==> src/rtl/serial_rtype_sequencer_pkg.sv <==
// Shared constants, state encoding and decode helpers for the serial R-type sequencer.
package serial_rtype_sequencer_pkg;

    localparam int unsigned XLEN    = 32;
    localparam int unsigned INSTR_W = 32;
    localparam int unsigned CNT_W   = 5;
    localparam int unsigned REG_W   = 5;
    localparam int unsigned CTRL_W  = 4;

    localparam logic [6:0]        OPC_RTYPE = 7'b0110011;
    localparam logic [CTRL_W-1:0] ALU_SUB   = 4'b1000;

    typedef enum logic [2:0] {
        S_IDLE   = 3'd0,
        S_FETCH  = 3'd1,
        S_DECODE = 3'd2,
        S_EXEC   = 3'd3,
        S_COMMIT = 3'd4
    } state_e;

    typedef struct packed {
        logic [REG_W-1:0]  rs1;
        logic [REG_W-1:0]  rs2;
        logic [REG_W-1:0]  rd;
        logic [CTRL_W-1:0] alu_ctrl;
    } dec_t;

    // Pull register indices and ALU control out of an R-type word.
    function automatic dec_t decode_fields(input logic [INSTR_W-1:0] instr);
        dec_t d;
        d.rs1      = instr[19:15];
        d.rs2      = instr[24:20];
        d.rd       = instr[11:7];
        d.alu_ctrl = {instr[30], instr[14:12]};
        return d;
    endfunction

endpackage

==> src/rtl/serial_rtype_sequencer_shift_buffer.sv <==
// Serial-in, parallel-out instruction buffer; first bit shifted in lands in bit 0.
module serial_shift_buffer
    import serial_rtype_sequencer_pkg::*;
(
    input  logic               clk,
    input  logic               rst_n,
    input  logic               clear,
    input  logic               shift_en,
    input  logic               din,
    output logic [INSTR_W-1:0] dout
);

    logic [INSTR_W-1:0] sreg_q;
    logic [INSTR_W-1:0] sreg_d;

    // Clear has priority; otherwise right-shift the new bit in at the MSB.
    always_comb begin
        sreg_d = sreg_q;
        if (clear) begin
            sreg_d = '0;
        end else if (shift_en) begin
            sreg_d = {din, sreg_q[INSTR_W-1:1]};
        end
    end

    // Buffer register.
    always_ff @(posedge clk or negedge rst_n) begin
        if (!rst_n) begin
            sreg_q <= '0;
        end else begin
            sreg_q <= sreg_d;
        end
    end

    assign dout = sreg_q;

endmodule

==> src/rtl/serial_rtype_sequencer.sv <==
// Bit-serial sequencer: fetches one instruction serially, decodes it and steps a serial ALU.
module serial_rtype_sequencer
    import serial_rtype_sequencer_pkg::*;
#(
    parameter int unsigned XLEN      = serial_rtype_sequencer_pkg::XLEN,
    parameter logic [6:0]  OPC_RTYPE = serial_rtype_sequencer_pkg::OPC_RTYPE
) (
    input  logic              clk,
    input  logic              reset,
    input  logic              start,
    input  logic              ins,
    input  logic              ins_valid,
    output logic              ins_ready,
    output logic [REG_W-1:0]  rs1_addr,
    output logic [REG_W-1:0]  rs2_addr,
    output logic [REG_W-1:0]  rd_addr,
    output logic [CTRL_W-1:0] alu_ctrl,
    output logic [CNT_W-1:0]  bit_idx,
    output logic              alu_bit_en,
    output logic              carry_init,
    output logic              rd_wr_en,
    output logic              pc_inc,
    output logic              busy,
    output logic              done,
    output logic              illegal
);

    state_e             state_q, state_d;
    logic [CNT_W-1:0]   fetch_cnt_q, fetch_cnt_d;
    logic [CNT_W-1:0]   bit_idx_q, bit_idx_d;
    dec_t               dec_q, dec_d;
    logic               illegal_q, illegal_d;
    logic               ins_ready_q, ins_ready_d;
    logic               alu_bit_en_q, alu_bit_en_d;
    logic               carry_init_q, carry_init_d;
    logic               rd_wr_en_q, rd_wr_en_d;
    logic               pc_inc_q, pc_inc_d;
    logic               busy_q, busy_d;
    logic               done_q, done_d;

    logic               buf_clear;
    logic               buf_shift;
    logic [INSTR_W-1:0] instr_w;

    serial_shift_buffer u_buf (
        .clk      (clk),
        .rst_n    (reset),
        .clear    (buf_clear),
        .shift_en (buf_shift),
        .din      (ins),
        .dout     (instr_w)
    );

    // Next-state, counters, decode latch and registered-output decode.
    always_comb begin
        state_d      = state_q;
        fetch_cnt_d  = fetch_cnt_q;
        bit_idx_d    = bit_idx_q;
        dec_d        = dec_q;
        illegal_d    = illegal_q;
        buf_clear    = 1'b0;
        buf_shift    = 1'b0;

        unique case (state_q)
            S_IDLE: begin
                if (start) begin
                    state_d     = S_FETCH;
                    fetch_cnt_d = '0;
                    buf_clear   = 1'b1;
                    illegal_d   = 1'b0;
                end
            end
            S_FETCH: begin
                if (ins_valid && ins_ready_q) begin
                    buf_shift = 1'b1;
                    if (fetch_cnt_q == CNT_W'(INSTR_W - 1)) begin
                        fetch_cnt_d = '0;
                        state_d     = S_DECODE;
                    end else begin
                        fetch_cnt_d = fetch_cnt_q + CNT_W'(1);
                    end
                end
            end
            S_DECODE: begin
                dec_d     = decode_fields(instr_w);
                bit_idx_d = '0;
                if (instr_w[6:0] == OPC_RTYPE) begin
                    state_d = S_EXEC;
                end else begin
                    illegal_d = 1'b1;
                    state_d   = S_COMMIT;
                end
            end
            S_EXEC: begin
                if (bit_idx_q == CNT_W'(XLEN - 1)) begin
                    bit_idx_d = '0;
                    state_d   = S_COMMIT;
                end else begin
                    bit_idx_d = bit_idx_q + CNT_W'(1);
                end
            end
            S_COMMIT: begin
                state_d = S_IDLE;
            end
            default: begin
                state_d = S_IDLE;
            end
        endcase

        // Outputs are registered from the next state so they line up with the state they describe.
        ins_ready_d  = (state_d == S_FETCH);
        alu_bit_en_d = (state_d == S_EXEC);
        carry_init_d = alu_bit_en_d && (bit_idx_d == '0) && (dec_d.alu_ctrl == ALU_SUB);
        rd_wr_en_d   = alu_bit_en_d && (dec_d.rd != '0);
        pc_inc_d     = (state_d == S_COMMIT);
        done_d       = (state_d == S_COMMIT);
        busy_d       = (state_d != S_IDLE);
    end

    // State, counters and output registers.
    always_ff @(posedge clk or negedge reset) begin
        if (!reset) begin
            state_q      <= S_IDLE;
            fetch_cnt_q  <= '0;
            bit_idx_q    <= '0;
            dec_q        <= '0;
            illegal_q    <= 1'b0;
            ins_ready_q  <= 1'b0;
            alu_bit_en_q <= 1'b0;
            carry_init_q <= 1'b0;
            rd_wr_en_q   <= 1'b0;
            pc_inc_q     <= 1'b0;
            busy_q       <= 1'b0;
            done_q       <= 1'b0;
        end else begin
            state_q      <= state_d;
            fetch_cnt_q  <= fetch_cnt_d;
            bit_idx_q    <= bit_idx_d;
            dec_q        <= dec_d;
            illegal_q    <= illegal_d;
            ins_ready_q  <= ins_ready_d;
            alu_bit_en_q <= alu_bit_en_d;
            carry_init_q <= carry_init_d;
            rd_wr_en_q   <= rd_wr_en_d;
            pc_inc_q     <= pc_inc_d;
            busy_q       <= busy_d;
            done_q       <= done_d;
        end
    end

    assign ins_ready  = ins_ready_q;
    assign rs1_addr   = dec_q.rs1;
    assign rs2_addr   = dec_q.rs2;
    assign rd_addr    = dec_q.rd;
    assign alu_ctrl   = dec_q.alu_ctrl;
    assign bit_idx    = bit_idx_q;
    assign alu_bit_en = alu_bit_en_q;
    assign carry_init = carry_init_q;
    assign rd_wr_en   = rd_wr_en_q;
    assign pc_inc     = pc_inc_q;
    assign busy       = busy_q;
    assign done       = done_q;
    assign illegal    = illegal_q;

endmodule
==> config.mk <==
export PLATFORM = sky130hd
export DESIGN_NAME = serial_rtype_sequencer
export DESIGN_NICKNAME = d
export VERILOG_FILES = /design/src/rtl/serial_rtype_sequencer_pkg.sv /design/src/rtl/serial_rtype_sequencer_shift_buffer.sv /design/src/rtl/serial_rtype_sequencer.sv
export SDC_FILE = /design/constraint.sdc
export NUM_CORES = 1
export LEC_CHECK = 0
export ABC_AREA = 1
export ABC_CLOCK_PERIOD_IN_PS = 3500
export BUFFER_PORTS_ARGS = -buffer_cell sky130_fd_sc_hd__buf_2
export CAP_MARGIN = 5
export CELL_PAD_IN_SITES_DETAIL_PLACEMENT = 1
export CELL_PAD_IN_SITES_GLOBAL_PLACEMENT = 2
export CORE_MARGIN = 5
export CORE_UTILIZATION = 39
export CTS_BUF_LIST = sky130_fd_sc_hd__clkbuf_4 sky130_fd_sc_hd__clkbuf_8
export CTS_CLUSTER_DIAMETER = 100
export CTS_CLUSTER_SIZE = 24
export DETAILED_ROUTE_END_ITERATION = 8
export MAX_ROUTING_LAYER = met4
export PLACE_DENSITY = 0.86
export RECOVER_POWER = 25
export SKIP_LAST_GASP = 1
export SLEW_MARGIN = 20
export SYNTH_ARGS = -nofsm -noshare
export SYNTH_HDL_FRONTEND = slang
export SYNTH_SLANG_ARGS = --single-unit
==> constraint.sdc <==
create_clock -name clk -period 3.5 [get_ports clk]
set_clock_uncertainty 0.1 [all_clocks]
set_input_delay 0.875 -clock clk [delete_from_list [all_inputs] [get_ports clk]]
set_output_delay 0.875 -clock clk [all_outputs]
set_load 0.05 [all_outputs]
Word level (Yosys, flattened, before mapping)
Cells that the tools add are included.
- register bits: 71
- input bits: 5
- output and inout port bits: 32
- word-level logic and storage cells: 65
- $add $sub $neg: 2
- eq/ne operators: 13
- multiplexer cells: 22
- reduce and logical (&&, ||, !) cells: 13
- operators by type and width (cell ; count):
    $mux 32 ; 2
    $mux 5 ; 4
    $pmux 5 s2 ; 2
    $mux 3 ; 5
    $pmux 3 s4 ; 1
    $add 5x1->5 const B ; 2
    $eq 5x5->1 const B ; 2
    $eq 3x2->1 const B ; 3
    $mux 9 ; 1
    $eq 7x6->1 const B ; 1
    $eq 3x1->1 const B ; 2
    $mux 1 ; 6
    $ne 2x2->1 const B ; 3
    $reduce_and 3->1 ; 2
    $reduce_bool 2->1 ; 3
    $logic_not 5->1 ; 1
    $reduce_bool 5->1 ; 1
    $eq 4x4->1 const B ; 1
    $logic_and 1x1->1 ; 4
    $eq 3x3->1 const B ; 1
    $logic_not 3->1 ; 1
    $reduce_bool 3->1 ; 1
    $pmux 1 s2 ; 1

Longest topological paths before layout
- depth in word-level cells: 7
- gate-level depth with buffers: 12

Modules after synthesis
Synthesis repeated with hierarchy kept, for this count alone.
- cell total of the unflattened synthesis: 354
- area total of the unflattened synthesis: 3075.4 sq um
- modules (own cells, without submodules) (module ; instances ; cells an instance ; area each (sq um)):
    serial_rtype_sequencer ; 1 ; 214 ; 1790.5
    serial_shift_buffer ; 1 ; 140 ; 1285.0

Least setup slack after synthesis
OpenSTA, ideal clock, no wires.
- path type: flip-flop to flip-flop
- start: register bit_idx_q[1], in the netlist bit_idx[1]
- end: register carry_init_q, in the netlist carry_init
- arrival time: 1777 ps
- required time: 3329 ps
- setup slack: 1552 ps
- stages on the path, launching flop included: 13
- period minus slack after synthesis: 1948 ps
- cells stage by stage: dfrtp_1 -> ha_1 -> nand2_1 -> nor2_1 -> ha_1 -> inv_1 -> nand2_1 -> nor2_1 -> nor2_1 -> nand3_1 -> nor2_1 -> nand2_1 -> nor2_1
- word-level cells in the longest chain between the ends: 6
- elaborated cells on any way between the ends: 10
- those cells by class: add/sub (1); eq/ne (2); mux (4); reduce/logical (3)
- RTL lines (element ; line ; text):
    from (decl) ; serial_rtype_sequencer.sv:30 ; logic [CNT_W-1:0] bit_idx_q, bit_idx_d;
    from (signal assigned) ; serial_rtype_sequencer.sv:138 ; bit_idx_q <= bit_idx_d;
    $add 5x1->5 / $eq 5x5->1 (equally long branches) ; serial_rtype_sequencer.sv:99, serial_rtype_sequencer.sv:95 ;
    $mux 5 / $mux 3 (equally long branches) ; serial_rtype_sequencer.sv:95 ; if (bit_idx_q == CNT_W'(XLEN - 1)) begin
    $pmux 5 s2 / $pmux 3 s4 (equally long branches) ; serial_rtype_sequencer.sv:64 ; unique case (state_q)
    $logic_not 5->1 / $eq 3x2->1 (equally long branches) ; serial_rtype_sequencer.sv:113, serial_rtype_sequencer.sv:112 ;
    $logic_and 1x1->1 (*) (2 in a row) ; serial_rtype_sequencer.sv:113 ; carry_init_d = alu_bit_en_d && (bit_idx_d == '0) && (dec_d.alu_ctrl == ALU_SUB);
    net carry_init_d ; serial_rtype_sequencer.sv:35 ; logic carry_init_q, carry_init_d;
    to (signal assigned) ; serial_rtype_sequencer.sv:143 ; carry_init_q <= carry_init_d;
    to (decl) ; serial_rtype_sequencer.sv:35 ;
Mark *: on every way through the listed nets, which the timed path passes. The rest lies on a longest branch.
A chain may end at the register's enable or synchronous reset.

==> impl_metrics.yaml <==
outcome:
  status: "finished with violations"
  failed_checks: "capacitance limit, slew limit"
detailed_routing:
  dr.first_iter.drc_count: 73
  drc: 0
  ant_nets: 0
  vias_per_cell: 4.878
  routedWlPerCell_um: 14.16
  route.final.wire_length_um: 6870
  routed-via-count: 2366
  drt_first_pass_iters: 4
grt:
  first_global_vias: 2492
  antenna_found_initial: 0
  first_pass_grt_wire_length_um: 12050
  grt_overflow: 0
  pin_count_of_the_biggest_net_entering_global_routing: 34
  grt_use_total: 0.1612
timing:
  grt_setup_unrepaired: "no"
  setup_tns_ps: 0
  finalWorstPathRequiredPeriod_ps: 2287
  finalSetupViolations: 0
  worst_pin_slew_ps: 1816
  drv_slew: 34
  finalCritPeriodShare: 0.6534
  timing_hold_violations_final: 0
  max_clock_freq_ghz: 0.4373
  maxSlewHeadroom: -0.2108
  layout_setup_ws_ps: 1213
power_and_ir_drop:
  vdd.ir_drop.worst_uv: 208.7
  power.total_mw: 1.964
  power_density_nw_per_um2: 557.3
  power.leakage_nw: 1.918
clock_network:
  cts-root-to-sink-buffers: 2
  cts_inserted_buffers: 9
  cts_tree: "yes"
  cts.root.buffer_cell: "sky130_fd_sc_hd__clkbuf_8"
  postCtsSetupRepairBufs: 0
  h_tree_levels: 3
  cts_sinks: 71
  cts.repair.resized: 0
  number_of_hold_repair_buffers_added_at_the_cts_stage: 0
  clkTransAtPathRegs_ps: 80
  clock_latency_reported_for_the_late_side_of_the_worst_skew_pair_ps: 340
yosys:
  post_synth_inst_count: 341
  syn-mean-instance-area_um2: 8.762
  warnings_synthesis: 0
  sequential_cell_area_fraction_in_the_yosys_report: 0.5946
  mappedNetlistNets: 350
  ys_seq_elements: 71
  yosysUniqueCellTypes: 21
  netlist_area_um2: 2988
layout:
  n_fill_cell: 932
  area_overhead_vs_synth_pct: 17.92
  multi_input_comb_area_um2: 992.2
  num_antenna_cells: 0
  finalCoreUtilization: 0.4632
  fin_cells: 485
  fin_nets: 387
  register_area_um2: 1777
  layout-drive-gt1-share: 0.1619
place:
  dp_slack_ps: 939.2
  placed_cells_incl_taps: 469
  dpl.hpwl_um: 4690
  numPortBuffers: 36
  gp_congestion: 0.7798
critical_path:
  worstSetupEndpointType: "async pin"
  critPathKind: "in -> async"
  worst_r2r_endpoint: "u_buf.dout[31]$_DFFE_PN0P_"
  timing.critical_path.from: "reset"
  r2r_cell_count: 5
  cp.required_ps: 3910
  worst_setup_path_start_kind: "primary input"
  regToRegStartpoint: "state_q[1]$_DFF_PN0_"
  slowest_cell_on_the_critical_path: "sky130_fd_sc_hd__clkbuf_1"
  path_max_fanout: 33
  cp_bufs_invs: 2
  path_depth: 2
  cp_slowest_stage_delay_ps: 1280
  list_of_cells_traversed_by_the_critical_path: "clkbuf_1, buf_4"
  arrival_ps: 2690
  timing.reg2reg.setup_slack_ps: 1320
  path_delay_family: "buffers and inverters"
  endpoint: "u_buf.dout[10]$_DFFE_PN0P_"
floorplan:
  design.core.area_um2: 7607
  die_width_um: 97.53
  dieArea_um2: 9512
  pin_count: 37
  initial_utilization: 0.3928
  placementRows: 32
  dieHeight_um: 97.53
job:
  max-cap-violations: 1
hold_path:
  min-delay-path-class: "reg -> reg"
-- report_power, final --
part / switching (mW) / internal (mW) / leakage [nW]
Combinational: 0.122 / 0.0457 / 0.817
Sequential: 0.0286 / 0.869 / 0.965
Clock: 0.313 / 0.585 / 0.136
-- worst min path at each step --
stage / startpoint / to / slack [ps] / cells after the start
global route: u_buf.dout[24]$_DFFE_PN0P_ / rs2_addr[4]$_DFFE_PN0P_ / 380 / 2
floorplan: u_buf.dout[16]$_DFFE_PN0P_ / rs1_addr[1]$_DFFE_PN0P_ / 340 / 2
global placement: rs2_addr[3]$_DFFE_PN0P_ / rs2_addr[3]$_DFFE_PN0P_ / 360 / 2
CTS: rs2_addr[3]$_DFFE_PN0P_ / rs2_addr[3]$_DFFE_PN0P_ / 380 / 2
finish: u_buf.dout[24]$_DFFE_PN0P_ / rs2_addr[4]$_DFFE_PN0P_ / 380 / 2
detailed placement: rs2_addr[3]$_DFFE_PN0P_ / rs2_addr[3]$_DFFE_PN0P_ / 360 / 2
-- cells in the final DEF (no fill, tap or decap) --
cell type,synthesis,routed
sky130_fd_sc_hd__a21oi_1,4,4
sky130_fd_sc_hd__clkinvlp_4,0,1
sky130_fd_sc_hd__nor2_1,21,21
sky130_fd_sc_hd__inv_1,36,36
sky130_fd_sc_hd__a22o_1,1,1
sky130_fd_sc_hd__clkbuf_1,2,1
sky130_fd_sc_hd__nor3_1,4,4
sky130_fd_sc_hd__nand4_2,1,1
sky130_fd_sc_hd__nor2_2,2,2
sky130_fd_sc_hd__xor2_1,1,1
sky130_fd_sc_hd__a31o_2,1,1
sky130_fd_sc_hd__inv_2,3,3
sky130_fd_sc_hd__nand4_1,2,2
sky130_fd_sc_hd__ha_1,4,4
sky130_fd_sc_hd__buf_4,4,3
sky130_fd_sc_hd__nand3_1,30,30
sky130_fd_sc_hd__and2_1,2,2
sky130_fd_sc_hd__nand2_1,107,107
sky130_fd_sc_hd__bufinv_16,0,4
sky130_fd_sc_hd__buf_2,7,35
sky130_fd_sc_hd__o21ai_0,37,37
sky130_fd_sc_hd__nand3_2,1,1
sky130_fd_sc_hd__dfrtp_1,71,71
sky130_fd_sc_hd__clkbuf_8,0,11
-- registers in the layout, indices dropped and copies added (netlist names) --
name and count:
u_buf.dout 32, illegal 1, alu_bit_en 1, state_q 3, alu_ctrl 4, ins_ready 1, bit_idx 5, busy 1
rd_wr_en 1, rs1_addr 5, rs2_addr 5, rd_addr 5, done 1, fetch_cnt_q 5, carry_init 1
-- Yosys cell counts --
cell | n | share of area
sky130_fd_sc_hd__a31o_2 | 1 | 0.0029
sky130_fd_sc_hd__nor2_1 | 21 | 0.026
sky130_fd_sc_hd__and2_1 | 2 | 0.0042
sky130_fd_sc_hd__a22o_1 | 1 | 0.0029
sky130_fd_sc_hd__nand4_2 | 1 | 0.0042
sky130_fd_sc_hd__nand3_1 | 30 | 0.050
sky130_fd_sc_hd__nand2_1 | 107 | 0.13
sky130_fd_sc_hd__nand3_2 | 1 | 0.0034
sky130_fd_sc_hd__nor2_2 | 2 | 0.0042
sky130_fd_sc_hd__nand4_1 | 2 | 0.0042
sky130_fd_sc_hd__ha_1 | 4 | 0.017
sky130_fd_sc_hd__buf_4 | 4 | 0.010
sky130_fd_sc_hd__dfrtp_1 | 71 | 0.59
sky130_fd_sc_hd__inv_1 | 36 | 0.045
sky130_fd_sc_hd__clkbuf_1 | 2 | 0.0025
sky130_fd_sc_hd__a21oi_1 | 4 | 0.0067
sky130_fd_sc_hd__buf_2 | 7 | 0.012
sky130_fd_sc_hd__nor3_1 | 4 | 0.0067
sky130_fd_sc_hd__inv_2 | 3 | 0.0038
sky130_fd_sc_hd__o21ai_0 | 37 | 0.062
sky130_fd_sc_hd__xor2_1 | 1 | 0.0029
-- per-layer routing --
layer,GRT usage,share of wire
met5,-,0
met4,0.07029,0.018
met1,0.1960,0.46
met3,0.03302,0.033
met2,0.2604,0.49
-- per-stage QoR --
step / hold WS, ps / cell area (um2)
5_1_grt: 382.0 / 3523
3_5_place_dp: 360.9 / 3246
3_3_place_gp: 360.0 / 3246
2_1_floorplan: 342.2 / 2988
6_report: 377.6 / 3523
4_1_cts: 382.5 / 3525
-- final cells by class --
type                            instances  share of cell area
Clock buffer                           11             0.04297
Timing Repair Buffer                   39             0.05717
Multi-Input combinational cell        218              0.2816
Clock inverter                          5             0.03622
Inverter                               39             0.04155
Sequential cell                        71              0.5043
Tap cell                              102             0.03622
-- cell families after synthesis --
family,count (synthesis),synth area share
DFF,71,0.5946
adders and majority gates,4,0.01675
buffers and inverters,52,0.07328
and+or+nand+nor,170,0.2379
AOI/OAI and AO/OA,43,0.07454
xor gates and xnor gates,1,0.002932
No activity file was read; power rests on OpenSTA's default activity.
